**src/rtl/alu_seq_driver.sv**
```systemverilog
// BIST stimulus driver for the registered ALU: issues LFSR operand pairs and
// checks each alu_out result against a prediction delayed by the ALU latency.
module alu_seq_driver #(
    parameter int          W       = 4,
    parameter int          OUT_W   = 8,
    parameter int          LATENCY = 1,
    parameter int          CNT_W   = 8,
    parameter logic [7:0]  SEED    = 8'hA5
) (
    input  logic             clk,
    input  logic             rst,
    input  logic             start,
    input  logic [CNT_W-1:0] num_ops,
    input  logic [2:0]       op_mode,
    output logic [W-1:0]     alu_a,
    output logic [W-1:0]     alu_b,
    output logic [1:0]       alu_opcode,
    input  logic [OUT_W-1:0] alu_out,
    output logic             busy,
    output logic             done,
    output logic             pass,
    output logic [CNT_W-1:0] err_count,
    output logic [CNT_W-1:0] first_err
);

    // Handshake: start is a level sampled only in IDLE; done is high for exactly
    // the one DONE cycle; pass/err_count/first_err are stable from done until the
    // next accepted start.
    typedef enum logic [1:0] {IDLE, ISSUE, DRAIN, DONE} state_t;

    localparam logic [7:0] SEED_EFF = (SEED == 8'h00) ? 8'h01 : SEED;
    localparam int         DW       = (LATENCY > 1) ? $clog2(LATENCY) : 1;

    state_t           state;
    logic [7:0]       lfsr;
    logic [CNT_W-1:0] num_q;
    logic [2:0]       mode_q;
    logic [CNT_W-1:0] op_idx;
    logic [CNT_W-1:0] idx_inc;
    logic [DW-1:0]    drain_cnt;
    logic [CNT_W-1:0] err_nxt;
    logic             cmp_hit;

    logic [OUT_W-1:0] exp_pipe [LATENCY];
    logic [CNT_W-1:0] idx_pipe [LATENCY];
    logic [LATENCY-1:0] vld_pipe;

    // Galois form of x^8+x^6+x^5+x^4+1, shifting right.
    function automatic logic [7:0] lfsr_step(input logic [7:0] s);
        return {1'b0, s[7:1]} ^ (s[0] ? 8'hB8 : 8'h00);
    endfunction

    function automatic logic [OUT_W-1:0] predict(input logic [W-1:0] a,
                                                 input logic [W-1:0] b,
                                                 input logic [1:0]   op);
        logic [OUT_W-1:0] ax;
        logic [OUT_W-1:0] bx;
        ax = OUT_W'(a);
        bx = OUT_W'(b);
        case (op)
            2'd0:    return ax + bx;
            2'd1:    return ax | bx;
            2'd2:    return ax - bx;
            default: return ax ^ bx;
        endcase
    endfunction

    assign busy    = (state == ISSUE) || (state == DRAIN);
    assign done    = (state == DONE);
    assign idx_inc = op_idx + 1'b1;
    assign cmp_hit = vld_pipe[LATENCY-1] && (alu_out != exp_pipe[LATENCY-1]);

    always_comb begin
        err_nxt = err_count;
        if (cmp_hit && (err_count != '1))
            err_nxt = err_count + 1'b1;
    end

    // Prediction pipeline: the operands on the ALU port this cycle produce the
    // alu_out seen LATENCY cycles later, so the expectation travels alongside.
    always_ff @(posedge clk) begin
        exp_pipe[0] <= predict(alu_a, alu_b, alu_opcode);
        idx_pipe[0] <= op_idx;
        for (int i = 1; i < LATENCY; i++) begin
            exp_pipe[i] <= exp_pipe[i-1];
            idx_pipe[i] <= idx_pipe[i-1];
        end
        if (rst) begin
            vld_pipe <= '0;
        end else begin
            vld_pipe[0] <= (state == ISSUE);
            for (int i = 1; i < LATENCY; i++)
                vld_pipe[i] <= vld_pipe[i-1];
        end
    end

    always_ff @(posedge clk) begin
        if (rst) begin
            state      <= IDLE;
            lfsr       <= SEED_EFF;
            num_q      <= '0;
            mode_q     <= '0;
            op_idx     <= '0;
            drain_cnt  <= '0;
            alu_a      <= '0;
            alu_b      <= '0;
            alu_opcode <= '0;
            pass       <= 1'b0;
            err_count  <= '0;
            first_err  <= '0;
        end else begin
            err_count <= err_nxt;
            if (cmp_hit && (err_count == '0))
                first_err <= idx_pipe[LATENCY-1];
            case (state)
                IDLE: begin
                    if (start) begin
                        num_q     <= num_ops;
                        mode_q    <= op_mode;
                        op_idx    <= '0;
                        err_count <= '0;
                        first_err <= '0;
                        if (num_ops == '0) begin
                            state <= DONE;
                            lfsr  <= SEED_EFF;
                            pass  <= 1'b1;
                        end else begin
                            // Op 0 goes out now; lfsr keeps the state for the next op.
                            state      <= ISSUE;
                            pass       <= 1'b0;
                            alu_a      <= SEED_EFF[W-1:0];
                            alu_b      <= SEED_EFF[W+:W];
                            alu_opcode <= op_mode[2] ? 2'd0 : op_mode[1:0];
                            lfsr       <= lfsr_step(SEED_EFF);
                        end
                    end
                end
                ISSUE: begin
                    if (op_idx == num_q - 1'b1) begin
                        state      <= DRAIN;
                        drain_cnt  <= '0;
                        alu_a      <= '0;
                        alu_b      <= '0;
                        alu_opcode <= '0;
                    end else begin
                        op_idx     <= idx_inc;
                        alu_a      <= lfsr[W-1:0];
                        alu_b      <= lfsr[W+:W];
                        alu_opcode <= mode_q[2] ? idx_inc[1:0] : mode_q[1:0];
                        lfsr       <= lfsr_step(lfsr);
                    end
                end
                DRAIN: begin
                    if (drain_cnt == DW'(LATENCY - 1)) begin
                        state <= DONE;
                        pass  <= (err_nxt == '0);
                    end else begin
                        drain_cnt <= drain_cnt + 1'b1;
                    end
                end
                default: begin
                    state <= IDLE;
                end
            endcase
        end
    end

endmodule

```
**config.mk**
```make
export PLATFORM = sky130hd
export DESIGN_NAME = alu_seq_driver
export DESIGN_NICKNAME = d
export VERILOG_FILES = /design/src/rtl/alu_seq_driver.sv
export SDC_FILE = /design/constraint.sdc
export NUM_CORES = 1
export LEC_CHECK = 0
export ABC_AREA = 1
export ABC_CLOCK_PERIOD_IN_PS = 2900
export BUFFER_PORTS_ARGS = -buffer_cell sky130_fd_sc_hd__buf_2
export CAP_MARGIN = 5
export CORE_ASPECT_RATIO = 1.5
export CORE_MARGIN = 2
export CORE_UTILIZATION = 50
export DETAILED_ROUTE_END_ITERATION = 6
export HOLD_SLACK_MARGIN = 0.03
export PLACE_DENSITY = 0.76
export SYNTH_ARGS = -nofsm -noshare
export SYNTH_HDL_FRONTEND = slang
export SYNTH_SLANG_ARGS = --single-unit
```
**constraint.sdc**
```tcl
create_clock -name clk -period 2.9 [get_ports clk]
set_clock_uncertainty 0.2 [all_clocks]
set_input_delay 0.145 -clock clk [delete_from_list [all_inputs] [get_ports clk]]
set_output_delay 0.145 -clock clk [all_outputs]
set_load 0.03 [all_outputs]
```
==> metrics.md, run 1 <==
| Metric | Value |
|---|---|
| Status | `finished clean` |
| Total negative setup slack | `0 ns` |
| TritonRoute pass-1 iters | `5` |
| Hold endpoint | `state[0]` |
| I/O Pins | `51` |
| Min-delay src | `start` |
| Leading area contributor after synthesis | `dfxtp_1` |
| Global Route Usage Sum | `0.2187` |
| Commonest cells in the synthesized netlist | `87 x nand2_1, 71 x dfxtp_1, 66 x nor2_1, 62 x inv_1, 45 x o21ai_0` |
| Worst flop-to-flop path endpoint | `alu_opcode[0]` |
| Yosys reg bits | `71` |
| CTS Buffer Depth | `2` |
| Hpwl dp | `6227 um` |
| Most common flop cell mapped by yosys | `dfxtp_1` |
| CTS Buf Count | `9` |
| Via count | `3474` |
| Count of cell types in the netlist | `40` |
| Initial antenna violation count | `0` |
| Crit-path max FO | `14` |
| Worst path arrival time | `2.59 ns` |
| Mapped Area | `3761 sq um` |
| Peak Freq | `400.1 MHz` |
| Critical path endpoint category | `flop` |
| PD cells | `883.2 nW/um^2` |
| Pwr Total | `3.882 mW` |
| Global-route wire length before repair | `13880 um` |
| P&R area growth vs syn | `16.87%` |
| Part of the power in combinational logic | `0.441` |
| YS warnings | `0` |
| Hold WS | `0.07631 ns` |
| Total gr overflow | `0` |
| Die X | `74.82 um` |
| Async S/R FF share, synth | `0` |
| Clock sink count | `71` |
| PostCTS Resize Cnt | `0` |
| Final worst-path cycle share | `0.8619` |
| Avg Vias per Cell | `5.131` |
| Core area | `7274 sq um` |
| Worst reg2reg path depth | `9` |
| Pre-CTS setup slack | `0.4940 ns` |
| Max-slew violation count | `0` |
| Psw | `1.685 mW` |
| Area after DPL | `4086 sq um` |
| Slew of the pin with the lowest slew margin | `0.7113 ns` |
| Top cells by area, synth | `dfxtp_1 38%, nand2_1 8.7%, ha_1 6.7%` |
| Wl on met1 | `3474 um` |
| Clock root buffer master | `clkbuf_8` |
| Clk pwr share | `0.199` |
| Post-route cell area | `4395 sq um` |
| Met2 WL post-DR | `4382 um` |
| Worst setup SP type | `flop` |
| Most numerous cell in the Yosys netlist | `nand2_1` |
| Post-Syn Area per Cell | `7.389 sq um` |
| Met3 WL | `377 um` |
| RSZ-0062 raised after global routing | `false` |
| Antenna Nets Post-Route | `0` |
| Die H | `110.2 um` |
| Internal | `2.197 mW` |
| Sequential power share | `0.360` |
| Post-synth EDFFs | `0` |
| Post-synthesis sequential area ratio | `0.3779` |
| Clk_lat worst skew | `0.36 ns` |
| CTS tree | `built` |
| Min-Delay Path Depth | `6` |
| Final setup margin | `0.4005 ns` |
| VDD IR max | `0.6798 mV` |
| Synth Net Count | `553` |
| Final setup viols | `0` |
| Layout cells sized above 1 | `0.1577` |
| Drt drc | `0` |
| Diode count | `0` |
| H-Tree Depth | `3` |
| Vias in the first global route | `3255` |
| Initial core utilization | `0.5170` |
| Post-synthesis cell count | `509` |
| Net count, final | `616` |
| Final Hold Vio Count | `0` |
| Final GP Congestion | `0.8528` |
| DR top layer | `met4` |
| Switch share | `0.4341` |
| Drt initial violations | `190` |
| Largest net degree at the start of global routing | `27` |
| Rows | `38` |
| Leakage | `1.916 nW` |
| R2R Path Start | `state[1]` |
| Max cap viols | `0` |
| Post-synth top area share | `0.3779` |
| Port bufs | `50` |
| Worst Hold Class | `input pin to flop` |
| Final wirelength | `8453 um` |
| Critical path class | `flop to flop` |
| Clk slew on worst S/H paths | `0.07 ns` |
| Routed WL per cell | `12.49 um` |
| R2r setup slk | `0.40 ns` |
| Die area | `8246 sq um` |
| Worst slew margin | `0.5253` |
| Min Clock Period, post-route | `2.500 ns` |
| Critical Path RT | `2.99 ns` |
## critical path: stages, from the launching register on
cell and delay [ns]:
dfxtp_1 0.33, inv_1 0.10, ha_1 0.34, nand2_1 0.28, buf_4 0.25, o21ai_4 0.11
nand2_1 0.26, inv_2 0.26, o21ai_0 0.12, a21oi_1 0.17
## power by group through the flow
stage / sequential, mW / combinational (mW) / clock (mW)
2_1_floorplan: 1.52 / 1.20 / 0
3_3_place_gp: 1.42 / 1.63 / 0
3_5_place_dp: 1.42 / 1.68 / 0
4_1_cts: 1.40 / 1.71 / 0.787
5_1_grt: 1.43 / 1.93 / 0.814
6_report: 1.40 / 1.71 / 0.772
## cell type report
type                    instances  area (sq um)
fillers                       662          2879
repair buffers                 65         392.9
flip-flops and latches         71          1421
well taps                     100         125.1
clock inverters                 6         61.31
inverters                      67         251.5
clock buffers                  10         127.6
multi-input cells             358          2016
## cell usage in the layout, fill, tap and decap left out, drive strengths merged
| cell | n |
|---|---|
| nand4 | 7 |
| a211oi | 1 |
| dlygate4sd3 | 12 |
| xor2 | 14 |
| a31oi | 3 |
| o22ai | 2 |
| fa | 2 |
| o211ai | 2 |
| o31ai | 1 |
| nor4 | 2 |
| dfxtp | 71 |
| inv | 67 |
| o21bai | 1 |
| o21ai | 47 |
| nor2 | 68 |
| o21a | 2 |
| or2 | 5 |
| o2111ai | 4 |
| bufinv | 1 |
| a21oi | 46 |
| nand2 | 89 |
| nand3b | 5 |
| xnor2 | 8 |
| nand3 | 23 |
| nor3b | 3 |
| clkbuf | 10 |
| clkinvlp | 1 |
| buf | 53 |
| clkinv | 4 |
| ha | 20 |
| nor3 | 3 |
## cells by family (layout without fill, tap and decap cells)
kind of cell | Yosys count | after routing | synth area share
simple gates | 205 | 205 | 0.2452
compound gates | 109 | 109 | 0.1623
buf+inv | 80 | 148 | 0.08616
flops | 71 | 71 | 0.3779
fa+ha+maj | 22 | 22 | 0.07718
xor+xnor | 22 | 22 | 0.05123
## registers in the layout, indices dropped and copies added (netlist names)
| register | flops |
|---|---|
| op_idx | 8 |
| alu_opcode | 2 |
| state | 2 |
| err_count | 8 |
| exp_pipe | 6 |
| num_q | 8 |
| alu_a | 4 |
| idx_pipe | 8 |
| vld_pipe | 1 |
| pass | 1 |
| alu_b | 4 |
| mode_q | 3 |
| lfsr | 8 |
| first_err | 8 |
## layer usage
metal | track usage | up-vias
li1 | - | 1778
met1 | 0.2322 | 1587
met2 | 0.4008 | 89
met3 | 0.03182 | 20
met4 | 0.1237 | 0
met5 | 0 | -
## per-stage QoR
stage | instances | utilization
floorplan | 509 | -
global placement | 649 | 0.5617
detailed placement | 649 | 0.5617
CTS | 677 | 0.6042
global route | 677 | 0.6042
finish | 677 | 0.6042
## how the worst max path moves through the flow
stage                      start             to  slack [ns]
CTS                     state[0]       alu_b[0]        0.47
global placement        state[0]   err_count[0]        0.56
global route            state[1]  alu_opcode[0]        0.17
finish                  state[1]  alu_opcode[0]        0.40
detailed placement      state[1]       alu_b[0]        0.49
floorplan           err_count[1]           pass        0.72
## repair_timing
| item | 4_1_cts | 5_1_grt |
|---|---|---|
| setup buffers | 0 | 0 |
| hold buffers | 12 | 0 |
| endpoints found under the hold margin | 26 | 0 |
Note: power is estimated with default switching activity, not from simulation.
==> run 2: changes to the inputs <==
ABC_AREA = 0   (was 1)
==> run 2 against run 1 <==
Routed wire length rose by 2.3%. Via count fell by 2.2%. Critical path depth fell by 1. Fmax fell by 8.3%. Sequential power fell by 4%. Global-route usage rose by 0.73 points. Sequential share of layout area fell by 0.15 points. Worst hold slack improved by 0.024 ns. First-iteration DRC count fell by 14%. Critical endpoint is now state[0]. Largest power group unchanged.
==> metrics.md, run 2 <==
| Metric | Value |
|---|---|
| Most common cell after layout, fill and taps aside | `dfxtp_1` |
| Global-route wire length before repair | `14370 um` |
| Vias in the first global route | `3206` |
| Diode count | `0` |
| Net count, final | `547` |
| Final Hold Vio Count | `0` |
| Setup bufs post-CTS | `0` |
| Largest net degree at the start of global routing | `37` |
| Final setup viols | `0` |
| Initial core utilization | `0.5170` |
| Die X | `74.82 um` |
| Avg Vias per Cell | `5.587` |
| TritonRoute pass-1 iters | `5` |
| P&R area growth vs syn | `17.40%` |
| Total negative setup slack | `0 ns` |
| Layout cells sized above 1 | `0.1654` |
| Global Route Usage Sum | `0.2260` |
| PostCTS Resize Cnt | `0` |
| Leading area contributor after synthesis | `dfxtp_1` |
| Core area | `7274 sq um` |
| VDD IR max | `0.4606 mV` |
| Sequential power share | `0.378` |
| Min Clock Period, post-route | `2.726 ns` |
| Critical path endpoint category | `flop` |
| Worst Hold Class | `input pin to flop` |
| Initial antenna violation count | `0` |
| Mapped Area | `3761 sq um` |
| CTS Buffer Depth | `2` |
| Hpwl dp | `6314 um` |
| Post-synthesis sequential area ratio | `0.3779` |
| Worst reg2reg path depth | `8` |
| Final setup margin | `0.1739 ns` |
| Cell family with most CP delay | `simple AND/OR/NAND/NOR gates` |
| Count of cell types in the netlist | `55` |
| Final worst-path cycle share | `0.9400` |
| I/O Pins | `51` |
| Psw | `1.397 mW` |
| Pre-CTS setup slack | `0.2193 ns` |
| Drt initial violations | `163` |
| Post-synth EDFFs | `0` |
| Antenna Nets Post-Route | `0` |
| Status | `finished clean` |
| Met1 Resource Use GR | `0.2504` |
| Crit-path cells | `inv_1, ha_1, nand2b_1, o31a_1, a311o_1, or3_4, or4b_1, o311ai_0` |
| Die H | `110.2 um` |
| Post-synthesis cell count | `447` |
| Rows | `38` |
| Peak Freq | `366.8 MHz` |
| Die area | `8246 sq um` |
| Final GP Congestion | `0.8656` |
| Port bufs | `50` |
| Top cells by area, synth | `dfxtp_1 38%, ha_1 6.7%, nand2_1 5.0%` |
| Worst slew margin | `0.5523` |
| Via count | `3397` |
| Hold buffers post-CTS | `11` |
| Post-synth top area share | `0.3779` |
| Clk slew on worst S/H paths | `0.07 ns` |
| Max-slew violation count | `0` |
| Worst path arrival time | `2.77 ns` |
| Final wirelength | `8649 um` |
| Min-Delay Path Depth | `2` |
| Crit-path max FO | `13` |
| Internal | `2.158 mW` |
| Critical Path RT | `2.94 ns` |
| Routed WL per cell | `14.23 um` |
| Met3 Track Usage GR | `0.03727` |
| Drt drc | `0` |
| Hold WS | `0.1001 ns` |
| H-Tree Depth | `3` |
| Critical path class | `flop to flop` |
| Commonest non-fill, non-tap cells in the layout | `71 x dfxtp_1, 50 x nand2_1, 50 x buf_2` |
| Critical path's slowest cell | `or4b_1` |
| GRT busiest layer | `met2` |
| Met2 Use GR | `0.4020` |
| RSZ-0062 raised after global routing | `false` |
| PD cells | `805.2 nW/um^2` |
| Synth Net Count | `491` |
| CTS Buf Count | `9` |
| Stages on the worst setup path | `8` |
| Clk_lat worst skew | `0.35 ns` |
| Switch share | `0.3929` |
| Max cap viols | `0` |
| Async S/R FF share, synth | `0` |
| Yosys reg bits | `71` |
| Clock sink count | `71` |
| YS warnings | `0` |
| Part of the power in combinational logic | `0.391` |
| Commonest cells in the synthesized netlist | `71 x dfxtp_1, 50 x nand2_1, 43 x nor2_1, 36 x a21oi_1, 24 x inv_1` |
| WP buf/inv | `1` |
| Leakage | `1.781 nW` |
| Post-Syn Area per Cell | `8.414 sq um` |
| Worst setup SP type | `flop` |
| Total gr overflow | `0` |
| Clk pwr share | `0.232` |
| Slew of the pin with the lowest slew margin | `0.6645 ns` |
| Most numerous cell in the Yosys netlist | `dfxtp_1` |
| Most common flop cell mapped by yosys | `dfxtp_1` |
| Fillers | `635` |
| Clock root buffer master | `clkbuf_8` |
| CTS tree | `built` |
| Crit path largest cell delay | `0.52 ns` |
[run 2: cell types whose count changed after synthesis, moves of 7 or more]
| cell | before | now |
|---|---|---|
| inv_1 | 62 | 24 |
| nand2_1 | 87 | 50 |
| o21ai_0 | 45 | 20 |
| nor2_1 | 66 | 43 |
| nand3_1 | 21 | 6 |
| mux2i_1 | 0 | 14 |
| clkbuf_1 | 8 | 20 |
| nor3_1 | 1 | 10 |
| a221oi_1 | 0 | 7 |
| nand2b_1 | 0 | 7 |
[run 2: cells by family after synthesis]
group | after synthesis | share of synthesized area
AND/OR/NAND/NOR | 163 | 0.2132
flip-flops | 71 | 0.3779
AO/OA/AOI/OAI | 100 | 0.1710
multiplexers | 17 | 0.04923
XOR/XNOR | 27 | 0.06288
adder cells (fa/ha/maj) | 22 | 0.07718
buffers and inverters | 47 | 0.04857
[run 2: cell type report]
class                      count  area, sq um  share of cell area
sequential                    71         1421              0.3219
tap                          100        125.1             0.02834
inverter                      24        90.09             0.02040
timing repair buffer          68        412.9             0.09351
clock buffer                  13        168.9             0.03825
multi-input combinational    329         2157              0.4885
clock inverter                 3        40.04            0.009068
[run 2: layer usage]
layer  vias up  share of wire
met5         -              0
met4         0          0.022
met3        17          0.039
met2        82           0.52
met1      1608           0.41
li1       1690              -
[run 2: worst register-to-register path: cells and delay by family (launching register included)]
family                     cells  cell delay [ns]
AOI/OAI and AO/OA              3             0.76
buffers and inverters          1             0.07
adders and majority gates      1             0.19
DFF                            1             0.35
and+or+nand+nor                3             1.05
[run 2: stage by stage]
step	total power [mW]	cells	utilization	cell area, sq um
finish	3.555	608	0.6070	4415
global route	3.788	608	0.6070	4415
CTS	3.565	608	0.6070	4415
detailed placement	2.725	581	0.5631	4096
global placement	2.670	581	0.5631	4096
floorplan	2.383	447	-	3761
[run 2: power by group through the flow]
stage | Sequential [mW] | Clock (mW) | Combinational [mW]
3_5_place_dp | 1.36 | 0 | 1.36
3_3_place_gp | 1.35 | 0 | 1.32
6_report | 1.34 | 0.824 | 1.39
4_1_cts | 1.34 | 0.841 | 1.38
2_1_floorplan | 1.37 | 0 | 1.01
5_1_grt | 1.37 | 0.875 | 1.54
[run 2: worst paths after layout]
kind / from / to / slack [ns]
worst max register to register: num_q[0] / state[0] / 0.17
worst max-delay path: num_q[0] / state[0] / 0.17
worst min-delay path: rst / alu_b[0] / 0.10
worst min register to register: op_idx[7] / idx_pipe[0][7] / 0.20
